## src/rtl/xadc_drp_scheduler_pkg.sv

```systemverilog
// Shared widths, FSM encoding and channel-selection helper for the XADC DRP
// read scheduler and its per-channel averagers.
package xadc_drp_scheduler_pkg;

  localparam int DRP_AW   = 7;
  localparam int ADC_W    = 12;
  localparam int DATA_LSB = 4;
  localparam int MAX_CH   = 4;

  localparam logic [1:0] ST_IDLE  = 2'd0;
  localparam logic [1:0] ST_ISSUE = 2'd1;
  localparam logic [1:0] ST_WAIT  = 2'd2;
  localparam logic [1:0] ST_NEXT  = 2'd3;

  typedef logic [ADC_W-1:0] adc_sample_t;

  // Lowest set bit of mask at index >= lo; result is {found, index}.
  function automatic logic [2:0] pick_ch(input logic [MAX_CH-1:0] mask, input logic [2:0] lo);
    logic [2:0] res;
    res = 3'b000;
    for (int i = MAX_CH - 1; i >= 0; i--) begin
      if (mask[i] && (3'(i) >= lo)) begin
        res = {1'b1, 2'(i)};
      end
    end
    return res;
  endfunction

endpackage

```

## src/rtl/xadc_ch_avg.sv

```systemverilog
// Per-channel accumulator: sums 2^AVG_LOG2 accepted samples, then publishes
// the truncated mean with a one-cycle valid strobe.
module xadc_ch_avg
  import xadc_drp_scheduler_pkg::*;
#(
  parameter int AVG_LOG2 = 2
) (
  input  logic        clk,
  input  logic        rst_n,
  input  logic        accept,
  input  adc_sample_t sample,
  output adc_sample_t data,
  output logic        valid
);

  localparam int AW = ADC_W + AVG_LOG2;
  localparam int CW = AVG_LOG2 + 1;
  localparam logic [CW-1:0] CNT_LAST = CW'((1 << AVG_LOG2) - 1);

  logic [AW-1:0] acc_r;
  logic [AW-1:0] sum_s;
  logic [CW-1:0] cnt_r;
  adc_sample_t   data_r;
  logic          valid_r;

  assign sum_s = acc_r + AW'(sample);

  // Accumulate accepted samples; on the last one publish and restart.
  always_ff @(posedge clk) begin
    if (!rst_n) begin
      acc_r   <= {AW{1'b0}};
      cnt_r   <= {CW{1'b0}};
      data_r  <= {ADC_W{1'b0}};
      valid_r <= 1'b0;
    end else if (accept && (cnt_r == CNT_LAST)) begin
      data_r  <= ADC_W'(sum_s >> AVG_LOG2);
      valid_r <= 1'b1;
      acc_r   <= {AW{1'b0}};
      cnt_r   <= {CW{1'b0}};
    end else if (accept) begin
      acc_r   <= sum_s;
      cnt_r   <= cnt_r + CW'(1);
      valid_r <= 1'b0;
    end else begin
      valid_r <= 1'b0;
    end
  end

  assign data  = data_r;
  assign valid = valid_r;

endmodule

```

## src/rtl/xadc_drp_scheduler.sv

```systemverilog
// Walks the enabled aux channels on every XADC end-of-conversion, issuing one
// DRP read per channel and feeding the results to per-channel averagers.
module xadc_drp_scheduler
  import xadc_drp_scheduler_pkg::*;
#(
  parameter int                NUM_CH    = 2,
  parameter logic [DRP_AW-1:0] BASE_ADDR = 7'h10,
  parameter int                AVG_LOG2  = 2,
  parameter int                TIMEOUT   = 16
) (
  input  logic                    CLK,
  input  logic                    RST,
  input  logic                    EOC,
  input  logic [NUM_CH-1:0]       CH_EN,
  output logic [DRP_AW-1:0]       DRP_DADDR,
  output logic                    DRP_DEN,
  output logic                    DRP_DWE,
  input  logic [15:0]             DRP_DO,
  input  logic                    DRP_DRDY,
  output logic [ADC_W*NUM_CH-1:0] DATA,
  output logic [NUM_CH-1:0]       DATA_VALID,
  output logic                    SEQ_BUSY,
  output logic                    TMO_ERR,
  output logic                    OVR_ERR
);

  localparam int TW = $clog2(TIMEOUT);
  localparam logic [TW-1:0] TMR_LAST = TW'(TIMEOUT - 1);

  logic [1:0]        state_r, state_nxt_s;
  logic [1:0]        ch_r, ch_nxt_s;
  logic [NUM_CH-1:0] en_r, en_nxt_s;
  logic              pending_r, pending_nxt_s;
  logic [TW-1:0]     tmr_r;
  logic [DRP_AW-1:0] daddr_r;
  logic              den_r, busy_r, tmo_r, ovr_r;
  logic              tmo_set_s, ovr_set_s;
  logic [2:0]        first_s, next_s;
  logic [NUM_CH-1:0] acc_en_s;
  logic              unused_do_s;

  assign first_s     = pick_ch(MAX_CH'(CH_EN), 3'd0);
  assign next_s      = pick_ch(MAX_CH'(en_r), {1'b0, ch_r} + 3'd1);
  assign unused_do_s = ^DRP_DO[DATA_LSB-1:0];

  // Next-state, queued-EOC and error-set decisions.
  always_comb begin
    state_nxt_s   = state_r;
    ch_nxt_s      = ch_r;
    en_nxt_s      = en_r;
    pending_nxt_s = pending_r;
    tmo_set_s     = 1'b0;
    ovr_set_s     = 1'b0;
    if ((state_r != ST_IDLE) && EOC) begin
      if (pending_r) begin
        ovr_set_s = 1'b1;
      end else begin
        pending_nxt_s = 1'b1;
      end
    end else begin
      ovr_set_s = 1'b0;
    end
    case (state_r)
      ST_IDLE: begin
        if (EOC || pending_r) begin
          en_nxt_s      = CH_EN;
          pending_nxt_s = EOC && pending_r;
          if (first_s[2]) begin
            ch_nxt_s    = first_s[1:0];
            state_nxt_s = ST_ISSUE;
          end else begin
            state_nxt_s = ST_IDLE;
          end
        end else begin
          state_nxt_s = ST_IDLE;
        end
      end
      ST_ISSUE: state_nxt_s = ST_WAIT;
      ST_WAIT: begin
        if (DRP_DRDY) begin
          state_nxt_s = ST_NEXT;
        end else if (tmr_r == TMR_LAST) begin
          tmo_set_s   = 1'b1;
          state_nxt_s = ST_NEXT;
        end else begin
          state_nxt_s = ST_WAIT;
        end
      end
      ST_NEXT: begin
        if (next_s[2]) begin
          ch_nxt_s    = next_s[1:0];
          state_nxt_s = ST_ISSUE;
        end else if (pending_r) begin
          // A queued EOC chains straight into the next sequence.
          en_nxt_s      = CH_EN;
          pending_nxt_s = EOC;
          ovr_set_s     = 1'b0;
          if (first_s[2]) begin
            ch_nxt_s    = first_s[1:0];
            state_nxt_s = ST_ISSUE;
          end else begin
            state_nxt_s = ST_IDLE;
          end
        end else begin
          state_nxt_s = ST_IDLE;
        end
      end
      default: state_nxt_s = ST_IDLE;
    endcase
  end

  // Scheduler state and registered DRP/status outputs.
  always_ff @(posedge CLK) begin
    if (!RST) begin
      state_r   <= ST_IDLE;
      ch_r      <= 2'd0;
      en_r      <= {NUM_CH{1'b0}};
      pending_r <= 1'b0;
      tmr_r     <= {TW{1'b0}};
      daddr_r   <= {DRP_AW{1'b0}};
      den_r     <= 1'b0;
      busy_r    <= 1'b0;
      tmo_r     <= 1'b0;
      ovr_r     <= 1'b0;
    end else begin
      state_r   <= state_nxt_s;
      ch_r      <= ch_nxt_s;
      en_r      <= en_nxt_s;
      pending_r <= pending_nxt_s;
      den_r     <= (state_nxt_s == ST_ISSUE);
      busy_r    <= (state_nxt_s != ST_IDLE);
      tmo_r     <= tmo_r | tmo_set_s;
      ovr_r     <= ovr_r | ovr_set_s;
      if (state_nxt_s == ST_ISSUE) begin
        daddr_r <= BASE_ADDR + DRP_AW'(ch_nxt_s);
      end
      if (state_r == ST_ISSUE) begin
        tmr_r <= {TW{1'b0}};
      end else if (state_r == ST_WAIT) begin
        tmr_r <= tmr_r + TW'(1);
      end
    end
  end

  for (genvar k = 0; k < NUM_CH; k++) begin : g_ch
    assign acc_en_s[k] = (state_r == ST_WAIT) && DRP_DRDY && (ch_r == 2'(k));

    xadc_ch_avg #(
      .AVG_LOG2(AVG_LOG2)
    ) u_avg (
      .clk   (CLK),
      .rst_n (RST),
      .accept(acc_en_s[k]),
      .sample(DRP_DO[DATA_LSB +: ADC_W]),
      .data  (DATA[k*ADC_W +: ADC_W]),
      .valid (DATA_VALID[k])
    );
  end

  assign DRP_DADDR = daddr_r;
  assign DRP_DEN   = den_r;
  assign DRP_DWE   = 1'b0;
  assign SEQ_BUSY  = busy_r;
  assign TMO_ERR   = tmo_r;
  assign OVR_ERR   = ovr_r;

endmodule
```

## config.mk

```make
export PLATFORM = sky130hd
export DESIGN_NAME = xadc_drp_scheduler
export DESIGN_NICKNAME = d
export VERILOG_FILES = /design/src/rtl/xadc_drp_scheduler_pkg.sv /design/src/rtl/xadc_ch_avg.sv /design/src/rtl/xadc_drp_scheduler.sv
export SDC_FILE = /design/constraint.sdc
export NUM_CORES = 1
export LEC_CHECK = 0
export CAP_MARGIN = 20
export CORE_AREA = 4 4 108 110
export CTS_BUF_LIST = sky130_fd_sc_hd__clkbuf_4 sky130_fd_sc_hd__clkbuf_8
export CTS_CLUSTER_SIZE = 25
export DETAILED_ROUTE_END_ITERATION = 6
export DIE_AREA = 0 0 112 114
export GPL_ROUTABILITY_DRIVEN = 0
export HOLD_SLACK_MARGIN = 0.03
export PLACE_DENSITY = 0.65
export SLEW_MARGIN = 20
export SYNTH_ARGS = -nofsm -noshare
export SYNTH_HDL_FRONTEND = slang
export SYNTH_SLANG_ARGS = --single-unit
```

## constraint.sdc

```tcl
create_clock -name CLK -period 3.1 [get_ports CLK]
set_clock_uncertainty 0.05 [all_clocks]
set_input_delay 0.31 -clock CLK [delete_from_list [all_inputs] [get_ports CLK]]
set_output_delay 0.31 -clock CLK [all_outputs]
set_load 0.05 [all_outputs]
```

After elaboration in Yosys (flattened, before gate mapping)
Index checks and enable logic that the tools add are counted.
Widths: inputs -> output; s select.
{"block": "totals", "latchBits": 0, "ff_bits": 82, "in_bits": 22, "output_inout_bits": 38, "word_cells": 95, "mem_count": 0, "mem_bits_rw": 0, "romBits": 0}
{"block": "op_classes", "multipliers": 0, "bitwise_logic": 3, "n_eq_ne": 11, "addsub": 7, "order_cmp": 2, "n_div": 0, "n_reduce_logical": 19, "n_shift": 0, "muxes": 35}
{"op": "$add 14x12->14", "count": 2}
{"op": "$mux 1", "count": 18}
{"op": "$mux 2", "count": 9}
{"op": "$mux 3", "count": 4}
{"op": "$logic_and 1x1->1", "count": 9}
{"op": "$pmux 2 s2", "count": 2}
{"op": "$pmux 2 s4", "count": 1}
{"op": "$add 3x1->3 const B", "count": 2}
{"op": "$add 5x2->6 const A", "count": 1}
{"op": "$eq 2x1->1 const B", "count": 3}
{"op": "$eq 3x2->1 const B", "count": 2}
{"op": "$ge 1x3->1 const A", "count": 2}
{"op": "$ne 2x2->1 const B", "count": 3}
{"op": "$reduce_bool 2->1", "count": 3}
{"op": "$reduce_or 2->1", "count": 3}
{"op": "$add 4x1->4 const B", "count": 1}
{"op": "$eq 2x2->1 const B", "count": 2}
{"op": "$eq 4x4->1 const B", "count": 1}
{"op": "$logic_not 2->1", "count": 2}
{"op": "$reduce_and 4->1", "count": 1}
{"op": "$add 2x1->3 const B", "count": 1}
{"op": "$or 1x1->1", "count": 2}
{"op": "$pmux 1 s2", "count": 1}
{"op": "$logic_or 1x1->1", "count": 1}
{"op": "$not 1->1", "count": 1}

Depth between registers and ports, before layout
Gate-level depths: netlist (run 1).
{"block": "logic_depth", "ltp_word": 8, "ltp_mapped": 11, "depth_no_buf": 9}

By module
A second synthesis (run 1) with hierarchy kept.
{"block": "hier_totals", "hier_cells": 554, "hier_area_um2": 4649.5}
{"module": "xadc_ch_avg at g_ch[0].u_avg", "area_each_um2": 1951.9, "cells_per_inst": 239, "seq_area_each_um2": 600.6, "n_inst": 1}
{"module": "xadc_ch_avg at g_ch[1].u_avg", "area_each_um2": 1820.5, "cells_per_inst": 215, "seq_area_each_um2": 600.6, "n_inst": 1}
{"module": "xadc_drp_scheduler", "area_each_um2": 877.1, "cells_per_inst": 100, "seq_area_each_um2": 340.3, "n_inst": 1}

Worst setup path after synthesis (run 1)
Ideal clock, no wire load.
{"block": "synth_timing", "kind": "register -> register", "startpoint": "register g_ch[1].u_avg.acc_r[0]", "endpoint": "register g_ch[1].u_avg.data_r[10]", "path_slack_ps": 1030, "arrival_time_ps": 1957, "period_less_slack_ps": 2070, "stages_incl_launch_ff": 10, "setup_ps": 63, "required_time_ps": 2987, "cell_sequence": "dfxtp_1 -> ha_1 -> inv_1 -> fa_1 -> nand2b_1 -> a21oi_1 -> o21ai_1 -> o21a_1 -> or4_1 -> nand3_1"}
{"block": "synth_between", "elab_chain_len": 1}
{"element": "start: declaration", "line": "xadc_ch_avg.sv:20", "text": "logic [AW-1:0] acc_r;"}
{"element": "start signal: assignment", "line": "xadc_ch_avg.sv:31", "text": "acc_r <= {AW{1'b0}};"}
{"element": "start signal: assignment", "line": "xadc_ch_avg.sv:38", "text": "acc_r <= {AW{1'b0}};"}
{"element": "start signal: assignment", "line": "xadc_ch_avg.sv:41", "text": "acc_r <= sum_s;"}
{"element": "$add 14x12->14", "line": "xadc_ch_avg.sv:26", "text": "assign sum_s = acc_r + AW'(sample);"}
{"element": "end signal: assignment", "line": "xadc_ch_avg.sv:33", "text": "data_r <= {ADC_W{1'b0}};"}
{"element": "end signal: assignment", "line": "xadc_ch_avg.sv:36", "text": "data_r <= ADC_W'(sum_s >> AVG_LOG2);"}
{"element": "end: declaration", "line": "xadc_ch_avg.sv:23", "text": "adc_sample_t data_r;"}
No other way between the ends.
A chain may end at the register's enable or synchronous reset.

Worst setup path in the final report (run 1)
{"block": "layout_timing", "startpoint": "input DRP_DO[4]", "endpoint": "register g_ch[1].u_avg.data_r[10]"}
{"block": "layout_between", "elab_chain_len": 1}
{"element": "start: declaration", "line": "xadc_drp_scheduler.sv:18", "text": "input logic [15:0] DRP_DO,"}
{"element": "$add 14x12->14", "line": "xadc_ch_avg.sv:26"}
No other way between the ends.

==> out/results.tsv, run 1 <==
metric	value	unit
rows	38	
place_area	4780	µm²
nFillCells	1074	
wl_per_cell	14.4	µm
rsz0062_at_grt	no	
insertion_delay	0.35	ns
setup_viol	0	
final_nets	596	
path_clk_slew	0.08	ns
die_y	114	µm
core	10700	µm²
avgSynthCellArea	8.47	µm²
vias_per_cell	5.33	
leakage	1.99	nW
route.antenna.remaining_nets	0	
pwr-share-seq	42.1	%
num_vias	3641	
cts_tree	done	
power	0.00271	W
synthCells	497	
worstSetupPathType	in2reg	
n_antenna_cell	0	
powerDensity	544	nW/µm²
hold_path.class	reg2reg	
dieArea	12800	µm²
ctsHoldBuffers	0	
netlist-cell-type-count	60	
worstMarginPinSlew	0.598	ns
grt_pass1_wl	16600	µm
cts_setup_buffers	0	
status	completed	
p_comb_share	29.4	%
cts_root_buf	clkbuf_8	
die_width	112	µm
sw_frac_of_total	34.0	%
drv_slew	0	
cts_buffers	9	
portBuffers	50	
period_minus_slack	2.45	ns
p_int	0.00179	W
drt_pass1_iterations	4	
grt.total_usage	15.8	%
clk_path_buf_depth	2	
wirelength	9810	µm
synth.cell_area	4210	µm²
cts_resized	0	
layout_common_cells	dfxtp_1 (77), nand2_1 (66), clkdlybuf4s50_1 (50)	
timing.setup.tns	0	ns
numClockSinks	77	
drc	0	
syn_to_final_growth	18.3	%
p_switching	0.000920	W
utilization	46.6	%
r2r_start	state_r[0]	
synth-seq-cells	77	
multi_input_comb_area	2470	µm²
yosysWarnings	0	
synth-edff-count	0	
min_from	g_ch[0].u_avg.data[7]	
startpoint_type	input port	
cp.required	3.34	ns
first_global_vias	3533	
power_frac_clock	28.5	%
drive_above_1_share	5.71	%
cp_max_fo	4	
regArea	1540	µm²
ys_seq_area_share	36.6	%
cp-end-kind	flop	
finish.instance_area	4980	µm²
hpwl	7310	µm
drtIter0Drc	121	
io_pins	60	
startpoint	DRP_DO[4]	
htreeDepth	3	
ys.flop_type	dfxtp_1	
grt_max_degree	25	
peakVddDrop	0.390	mV
start_util	39.4	%
antenna_found_initial	0	
slew_headroom	60.2	%
cp.arrival	2.70	ns
layout_commonest_cell	dfxtp_1	
gr-total-overflow	0	
hold_violations	0	
timing.fmax	408	MHz
maxCapViolations	0	
async_flop_share	0	%
post-route-period-util	79.0	%
final cells by class:
class | instances | area share (%)
flip-flops and latches | 77 | 30.9
multi-input cells | 380 | 49.6
inverters | 17 | 1.28
clock inverters | 4 | 0.955
repair buffers | 54 | 10.7
clock buffers | 11 | 3.04
well taps | 140 | 3.52
per-layer routing:
metal	up-vias	wire [µm]	GRT usage, %
li1	1836	-	-
met1	1718	4430	19.7
met2	73	4670	26.1
met3	14	515	4.51
met4	0	191	6.17
met5	-	0	0
cell usage after synthesis, drive strengths merged, types with 2 or more instances:
| cell type | count | area, µm² |
|---|---|---|
| o211ai | 2 | 15.0 |
| xnor2 | 13 | 114 |
| nand3 | 20 | 113 |
| nor2b | 5 | 31.3 |
| or4 | 2 | 15.0 |
| xor2 | 12 | 105 |
| o22ai | 2 | 12.5 |
| a21boi | 3 | 33.8 |
| and3 | 3 | 18.8 |
| ha | 33 | 413 |
| fa | 2 | 40.0 |
| nand4b | 2 | 17.5 |
| o2111ai | 2 | 17.5 |
| a21o | 11 | 82.6 |
| o21ai | 36 | 180 |
| buf | 17 | 111 |
| o21a | 6 | 45.0 |
| nor2 | 28 | 105 |
| inv | 17 | 63.8 |
| a31oi | 5 | 31.3 |
| clkbuf | 10 | 37.5 |
| and2 | 6 | 40.0 |
| a32o | 2 | 20.0 |
| nand2b | 9 | 56.3 |
| nand2 | 68 | 260 |
| o21bai | 2 | 15.0 |
| or3 | 5 | 31.3 |
| a22o | 4 | 35.0 |
| nor3 | 7 | 46.3 |
| a211oi | 9 | 67.6 |
| nand4 | 9 | 56.3 |
| dfxtp | 77 | 1540 |
| mux2i | 7 | 70.1 |
| a21oi | 45 | 233 |
kinds of logic after synthesis:
family / share of synthesized area [%]
compound gates: 21.1
xor+xnor: 5.20
fa+ha+maj: 10.8
buf+inv: 5.05
flops: 36.6
mux: 1.66
other cells: 0.0891
simple gates: 19.5
power by group through the flow:
| stage | clock network (W) | registers [W] | logic (W) |
|---|---|---|---|
| 3_3_place_gp | 0 | 0.00116 | 0.000771 |
| 3_5_place_dp | 0 | 0.00116 | 0.000792 |
| 4_1_cts | 0.000804 | 0.00114 | 0.000796 |
| 6_report | 0.000772 | 0.00114 | 0.000796 |
| 2_1_floorplan | 0 | 0.00122 | 0.000539 |
| 5_1_grt | 0.000845 | 0.00116 | 0.000890 |
worst max-delay path: stages:
cell and delay [ns]:
clkdlybuf4s50_1 0.50, ha_1 0.17, inv_1 0.05, fa_1 0.39, nand2b_1 0.19, a21oi_1 0.20, o21ai_1 0.16, o21a_1 0.24
or4_1 0.40, nand3_1 0.08
worst paths after layout:
check / slack, ns / depth (start not counted) / to
max reg2reg: 0.76 / 7 / g_ch[1].u_avg.acc_r[13]
min: 0.40 / 2 / g_ch[0].u_avg.data[7]
max: 0.65 / 10 / g_ch[1].u_avg.data[10]
min reg2reg: 0.40 / 2 / g_ch[0].u_avg.data[7]
flip-flops by register name (all words and copies together), names as in the netlist:
register / count
DRP_DEN: 1
state_r: 2
pending_r: 1
tmr_r: 4
g_ch.u_avg.valid: 2
ch_r: 2
SEQ_BUSY: 1
g_ch.u_avg.data: 24
DRP_DADDR: 3
en_r: 1
TMO_ERR: 1
OVR_ERR: 1
g_ch.u_avg.cnt_r: 6
g_ch.u_avg.acc_r: 28
through the flow:
stage	hold WS, ns	instances	worst slack [ns]
after floorplan	0.386	501	1.03
after global placement	0.386	668	0.352
after detailed placement	0.393	668	0.300
after CTS	0.412	683	0.676
after global routing	0.431	683	0.525
final	0.404	683	0.650
(Power assumes the default switching activity.)
==> run 2: changes to the inputs <==
==> constraint.sdc (replaced) <==
create_clock -name CLK -period 2.3 [get_ports CLK]
set_clock_uncertainty 0.05 [all_clocks]
set_input_delay 0.23 -clock CLK [delete_from_list [all_inputs] [get_ports CLK]]
set_output_delay 0.23 -clock CLK [all_outputs]
set_load 0.05 [all_outputs]
==> run 2 against run 1 <==
Against the previous run: count of clock-buffer cells in the layout fell by 2; core utilization rose by 2.3 points; via count rose by 3.9%; final area rose by 5.0%; global-route usage rose by 0.48 points.
==> out/results.tsv, run 2 (synthesized netlist as in run 1, its figures left out) <==
metric	value	unit	change
hpwl	7700	µm	+5.3%
first_global_vias	3684		+4.3%
cts_root_buf	clkbuf_8		
placed_cells	703		+5.2%
path_clk_slew	0.08	ns	about the same
clk_path_buf_depth	2		unchanged
drt_pass1_iterations	5		+1
n_antenna_cell	0		unchanged
r2r-end	g_ch[0].u_avg.data[4]		
grt.total_usage	16.3	%	+0.48 points
r2r_start	g_ch[0].u_avg.acc_r[0]		
drtIter0Drc	141		+17%
hold_path.class	reg2reg		
final_nets	632		+6.0%
startpoint_type	input port		
dieArea	12800	µm²	unchanged
start_util	39.4	%	unchanged
syn_to_final_growth	24.2	%	
num_vias	3782		+3.9%
post-route-period-util	96.8	%	
finish.instance_area	5230	µm²	+5.0%
whs_path_depth	2		unchanged
portBuffers	50		unchanged
worstMarginPinSlew	0.507	ns	-0.0909 ns
setup_viol	0		unchanged
gr-total-overflow	0		unchanged
layout_common_cells	dfxtp_1 (77), nand2_1 (66), clkdlybuf4s50_1 (50)		
layout_commonest_cell	dfxtp_1		
status	completed		
grt_pass1_wl	17100	µm	+3.5%
min_to	g_ch[0].u_avg.data[8]		
hold_violations	0		unchanged
wirelength	10200	µm	+4.2%
core	10700	µm²	unchanged
numClockSinks	77		unchanged
io_pins	60		unchanged
ctsHoldBuffers	0		unchanged
cp-end-kind	flop		
top_register	g_ch.u_avg.acc_r		
rows	38		unchanged
reg2regPathDepth	8		+1
regArea	1540	µm²	unchanged
drive_above_1_share	11.8	%	+6.1 points
cp.arrival	2.48	ns	-0.22 ns
cts_buffers	9		unchanged
rrSetupSlack	0.13	ns	-0.63 ns
cp_max_fo	3		-1
stdcell_count	716		+4.8%
leakage	2.15	nW	+8.0%
grt_max_degree	22		-12%
cp.required	2.55	ns	-0.79 ns
slew_headroom	66.1	%	+6.0 points
period_minus_slack	2.23	ns	
multi_input_comb_area	2500	µm²	+1.0%
worstSetupPathType	in2reg		
place_area	5060	µm²	+5.8%
insertion_delay	0.36	ns	about the same
largest_register_ff_count	28		unchanged
die_width	112	µm	unchanged
route.antenna.remaining_nets	0		unchanged
timing.fmax	449	MHz	
die_y	114	µm	unchanged
htreeDepth	3		unchanged
nFillCells	1052		-2.0%
peakVddDrop	0.578	mV	+48%
powerDensity	675	nW/µm²	+24%
antenna_found_initial	0		unchanged
drv_slew	0		unchanged
timing.setup.tns	0	ns	unchanged
min_from	g_ch[0].u_avg.data[8]		
maxCapViolations	0		unchanged
wl_per_cell	14.3	µm	-0.63%
drc	0		unchanged
vias_per_cell	5.28		-0.91%
cts_tree	done		
-- run 2: changes by cell type in the layout (fill, tap and decap cells not counted), sizes merged --
cell,change
bufinv,-1
buf,+36
clkbuf,-2
-- run 2: what timing repair did --
item | CTS | global route
setup buffers | 0 | 1
endpoints found under the setup margin | 1 | 2
gates resized for setup | 2 | 3
pin swaps | 0 | 2
-- run 2: critical path: stages --
cell and delay [ns]:
clkdlybuf4s50_1 0.49, ha_1 0.17, inv_1 0.06, fa_2 0.34
nand2b_4 0.17, a21oi_4 0.17, o21ai_2 0.11, o21a_1 0.23
or4_1 0.41, nand3_1 0.08
-- run 2: worst max-delay path by stage --
| stage | startpoint | to | slack (ns) |
|---|---|---|---|
| 2_1_floorplan | g_ch[1].u_avg.acc_r[0] | g_ch[1].u_avg.data[10] | 0.23 |
| 3_3_place_gp | DRP_DO[4] | g_ch[1].u_avg.data[10] | -0.34 |
| 4_1_cts | DRP_DO[4] | g_ch[1].u_avg.data[10] | 0.06 |
| 5_1_grt | DRP_DO[4] | g_ch[1].u_avg.data[10] | -0.008 |
| 6_report | DRP_DO[4] | g_ch[1].u_avg.data[10] | 0.07 |
| 3_5_place_dp | DRP_DO[4] | g_ch[1].u_avg.data[10] | -0.35 |
-- run 2: routing by layer --
metal | part of all wire, % | vias to the layer above | GRT usage [%]
li1 | - | 1904 | -
met1 | 44 | 1792 | 19.6
met2 | 50 | 74 | 29.0
met3 | 5.0 | 12 | 3.93
met4 | 1.0 | 0 | 4.89
met5 | 0 | - | 0
-- run 2: area by class of cell --
class,instances,share of cell area (%)
Multi-Input combinational cell,380,47.7
Sequential cell,77,29.5
Timing Repair Buffer,90,15.5
Tap cell,140,3.35
Clock buffer,9,2.37
Inverter,17,1.22
Clock inverter,3,0.335
-- run 2: power breakdown --
part	leakage, nW	internal [W]	total [W]	switching (W)
combinational	1.45	0.000479	0.00115	0.000674
sequential	0.623	0.00145	0.00154	0.0000910
clock	0.0727	0.000364	0.000841	0.000478
total	2.15	0.00229	0.00353	0.00124
-- run 2: through the flow --
stage                     total power [W]  util, %  setup WS (ns)  hold WS [ns]
after floorplan                   0.00237        -          0.230         0.349
after global placement            0.00268     47.3         -0.337         0.386
after detailed placement          0.00271     47.3         -0.355         0.392
after CTS                         0.00356     48.7         0.0574         0.410
after global routing              0.00376     48.9       -0.00767         0.438
final                             0.00353     48.9         0.0747         0.403
